[config.mk]
export PLATFORM = sky130hd
export DESIGN_NAME = mult_ctrl
export DESIGN_NICKNAME = d
export VERILOG_FILES = /design/src/rtl/mult_pkg.sv /design/src/rtl/mult_bit_counter.sv /design/src/rtl/mult_ctrl.sv
export SDC_FILE = /design/constraint.sdc
export NUM_CORES = 1
export LEC_CHECK = 0
export CELL_PAD_IN_SITES_DETAIL_PLACEMENT = 1
export CELL_PAD_IN_SITES_GLOBAL_PLACEMENT = 1
export CORE_MARGIN = 8
export CORE_UTILIZATION = 35
export CTS_BUF_LIST = sky130_fd_sc_hd__clkbuf_8
export CTS_CLUSTER_DIAMETER = 30
export CTS_CLUSTER_SIZE = 24
export DETAILED_ROUTE_END_ITERATION = 12
export PLACE_DENSITY = 0.69
export SLEW_MARGIN = 20
export SYNTH_ARGS = -nofsm -noshare
export SYNTH_HDL_FRONTEND = slang
export SYNTH_SLANG_ARGS = --single-unit
[constraint.sdc]
create_clock -name Clk -period 3.35 [get_ports Clk]
set_input_delay 1.005 -clock Clk [delete_from_list [all_inputs] [get_ports Clk]]
set_output_delay 1.005 -clock Clk [all_outputs]
set_load 0.01 [all_outputs]
[src/rtl/mult_pkg.sv]
// Shared definitions for the shift-add multiplier: the controller state encoding
// and the default operand width that the accumulator and adder also use.
package mult_pkg;

  localparam int MULT_N = 16;

  typedef enum logic [1:0] {
    IDLE = 2'd0,
    LOAD = 2'd1,
    RUN  = 2'd2,
    DONE = 2'd3
  } mult_state_e;

endpackage

[src/rtl/mult_bit_counter.sv]
// Counts the multiplier bits already shifted out. tc_o flags the last bit.
// N must be at least 2 so that the counter has at least one bit.
module mult_bit_counter
  import mult_pkg::*;
#(
  parameter int N     = MULT_N,
  parameter int CNT_W = $clog2(N)
) (
  input  logic clk_i,
  input  logic srst_i,
  input  logic clr_i,
  input  logic inc_i,
  output logic tc_o
);

  logic [CNT_W-1:0] cnt_q;
  logic [CNT_W-1:0] cnt_d;

  always_comb begin
    cnt_d = cnt_q;
    if (clr_i) begin
      cnt_d = '0;
    end else if (inc_i) begin
      cnt_d = cnt_q + 1'b1;
    end
  end

  always_ff @(posedge clk_i) begin
    if (srst_i) begin
      cnt_q <= '0;
    end else begin
      cnt_q <= cnt_d;
    end
  end

  assign tc_o = (cnt_q == CNT_W'(N - 1));

endmodule

[src/rtl/mult_ctrl.sv]
// Sequencer for the shift-add multiplier: one Load, then Ad/Sh per multiplier
// bit, then a single-cycle Done. Holds no data bits itself.
module mult_ctrl
  import mult_pkg::*;
#(
  parameter int N     = MULT_N,
  parameter int CNT_W = $clog2(N)
) (
  input  logic Clk,
  input  logic Reset,
  input  logic St,
  input  logic M,
  output logic Load,
  output logic Ad,
  output logic Sh,
  output logic Busy,
  output logic Done
);

  mult_state_e state_q;
  logic        added_q;
  logic        load_q;
  logic        busy_q;
  logic        done_q;
  logic        last_bit;
  logic        ad_d;
  logic        sh_d;

  // Ad leaves bit 0 untouched, so added_q stops the same bit being added twice.
  assign ad_d = (state_q == RUN) && M && !added_q;
  assign sh_d = (state_q == RUN) && !ad_d;

  mult_bit_counter #(
    .N    (N),
    .CNT_W(CNT_W)
  ) u_bit_counter (
    .clk_i (Clk),
    .srst_i(Reset),
    .clr_i (state_q == LOAD),
    .inc_i (sh_d && !last_bit),
    .tc_o  (last_bit)
  );

  always_ff @(posedge Clk) begin
    if (Reset) begin
      state_q <= IDLE;
      added_q <= 1'b0;
      load_q  <= 1'b0;
      busy_q  <= 1'b0;
      done_q  <= 1'b0;
    end else begin
      case (state_q)
        IDLE: begin
          if (St) begin
            state_q <= LOAD;
            load_q  <= 1'b1;
            busy_q  <= 1'b1;
          end
        end
        LOAD: begin
          state_q <= RUN;
          load_q  <= 1'b0;
          added_q <= 1'b0;
        end
        RUN: begin
          added_q <= ad_d;
          if (sh_d && last_bit) begin
            state_q <= DONE;
            done_q  <= 1'b1;
          end
        end
        DONE: begin
          state_q <= IDLE;
          done_q  <= 1'b0;
          busy_q  <= 1'b0;
        end
        default: begin
          state_q <= IDLE;
          load_q  <= 1'b0;
          busy_q  <= 1'b0;
          done_q  <= 1'b0;
        end
      endcase
    end
  end

  assign Load = load_q;
  assign Busy = busy_q;
  assign Done = done_q;
  assign Ad   = ad_d;
  assign Sh   = sh_d;

endmodule
==> results.toml <==
[worst_setup_path]
start_kind = "input pin"
crit_arrival_ps = 2250
criticalPathCategory = "input pin to output port"
worstPathRequired_ps = 2340
path_max_fanout = 4
cp-end-kind = "output port"

[synthesis]
ys_async_sr_fraction_pct = 0
yosysSeqAreaShare_pct = 36.8
synth_cells = 57
syn_area_um2 = 544
post_synth.cell_area_avg_um2 = 9.55
yosys.area_share.simple_pct = 25.5
synth-edff-count = 0
yosysWarnings = 0
synthDistinctLibCells = 26
ys_seq_elements = 10
synth_top_family_by_area = "simple AND/OR/NAND/NOR gates"
synth_nets = 66
yosys.area_share.adder_pct = 11.5
synth_ff_type = "dfxtp_1"
synthMuxAreaShare_pct = 3.68
synth_compound_area_share_pct = 14.9
synth_xor_area_share_pct = 3.22

[pwr]
p_comb_share_pct = 37.5
pwr-share-clk_pct = 30.8
p_int_uw = 331
powerDensity_nw_per_um2 = 723
pwr-share-seq_pct = 31.7
switchingPower_uw = 170
p_leak_uw = 0.000296
swShare_pct = 33.9
vdd_drop_max_v = 0.000357

[grt]
grt_max_degree = 12
grt_pass1_vias = 493
grt_usage_pct = 8.23
antenna_found_initial = 0
grt_pass1_wl_mm = 2.15
grt_overflow_total = 0

[clocking]
insertion_delay_ps = 240
cts_tree = "built"
cts_buffers = 3
hold_buffers = 0
clock-sinks = 10
ctsRootBufferMaster = "clkbuf_8"
htreeDepth = 1
post-cts-setup-buffer-count = 0
clk_pin_slew_ps = 50
clock_path_buffers = 2

[routing]
routed_wl_mm = 1.16
drt_iter0_drc = 4
drt_pass1_iterations = 2
vias = 433
vias_per_cell = 5.09
post_drt_wl_per_cell_um = 13.6
drc_errors = 0
postRouteAntennaNets = 0

[status]
status = "finished, final reports clean"

[placement]
hpwl_um = 913
placed_cell_area_um2 = 639
gp_congestion = 0.773
port_buffers = 8

[floorplanning]
die-area_um2 = 3070
die_h_um = 55.4
start_util_pct = 36.6
core_area_um2 = 1490
die-width_um = 55.4
io_pins = 9
rows = 14

[sta]
worstMarginPinSlew_ps = 434
fin_worst_skew_ps = 1.89
setup-tns-final_ps = 0
hold_ws_ps = 485
finalSetupViolations = 0
finalHoldViolations = 0
finalCritPeriodShare_pct = 97.2
slew_headroom_pct = 71.0
drv_slew = 0
period_needed_ps = 3260
fmax_ghz = 0.307
rsz0062_at_grt = "false"

[hold_path]
hold_class = "flip-flop to flip-flop"

[finish]
final_layout_size_suffix_gt1_share_pct = 18.8
final_cell_mix = "dfxtp_1 (10), nor2_1 (7), clkdlybuf4s50_1 (7)"
antennaDiodeCount = 0
fin_area_um2 = 693
final_common_cell = "dfxtp_1"
nNetsFinal = 79
synthToLayoutAreaGrowth_pct = 27.4

[job]
max_cap_viol_count = 0
[repair_timing]
action	CTS	global route
endpoints found under the hold margin	0	0
resized for setup	1	0
setup endpoints to repair	1	0
[flip-flops by register name (all words and copies together), names as in the netlist]
register and flops:
state_q 2, Load 1, u_bit_counter.cnt_q 4, added_q 1
Busy 1, Done 1
[per-stage QoR]
step / cells / setup slack (ps) / power, uW / utilization [%]
floorplan: 57 / 977 / 290 / -
global placement: 81 / -5.21 / 350 / 42.9
detailed placement: 81 / -35.2 / 355 / 42.9
CTS: 85 / 83.3 / 512 / 46.6
global route: 85 / 49.7 / 540 / 46.6
finish: 85 / 93.2 / 501 / 46.6
[cell usage after synthesis (2+ instances only)]
| cell | number | area (um^2) |
|---|---|---|
| inv_1 | 3 | 11.3 |
| a211oi_1 | 2 | 15.0 |
| nor2_1 | 7 | 26.3 |
| nand2_1 | 3 | 11.3 |
| a21oi_1 | 3 | 15.0 |
| mux2i_1 | 2 | 20.0 |
| nand3_1 | 2 | 10.0 |
| xor2_1 | 2 | 17.5 |
| dfxtp_1 | 10 | 200 |
| nor3_1 | 3 | 15.0 |
| ha_1 | 5 | 62.6 |
[per-layer routing]
metal  vias to the layer above  part of all wire [%]  GRT usage (%)
met5                         -                     0              0
met4                         0                     0           1.06
met3                         0                   5.0           3.88
met1                       202                    46           9.69
met2                         7                    49           13.5
li1                        224                     -              -
[kinds of logic (layout without fill, tap and decap cells)]
logic type	count (synthesis)	after routing
adders and majority gates	5	5
xor gates and xnor gates	2	2
muxes	2	2
buffers and inverters	4	16
AOI/OAI and AO/OA	10	10
DFF	10	10
and+or+nand+nor	24	24
[final cells by class]
class                           count  area, um^2
Tap cell                           16        20.0
Sequential cell                    10         200
Clock buffer                        4        55.1
Inverter                            3        11.3
Multi-Input combinational cell     43         320
Fill cell                         177         796
Timing Repair Buffer                9        86.3
[worst paths after layout]
kind,start,endpoint,slack [ps],cells after the start
worst max-delay path,M,Sh,90,4
worst max register to register,state_q[0],u_bit_counter.cnt_q[2],1910,5
worst min register to register,Load,Load,480,2
worst min-delay path,Load,Load,480,2
[critical path, stage by stage]
cell             delay [ps]
clkdlybuf4s50_1         460
nand2b_4                110
and2_4                  150
clkdlybuf4s50_1         530
[power groups by stage]
stage               Clock (uW)  Combinational (uW)  Sequential, uW
detailed placement           0                 194             161
finish                     154                 188             159
CTS                        160                 193             159
global placement             0                 190             160
global route               163                 216             162
floorplan                    0                 128             162
(Power assumes the default switching activity.)
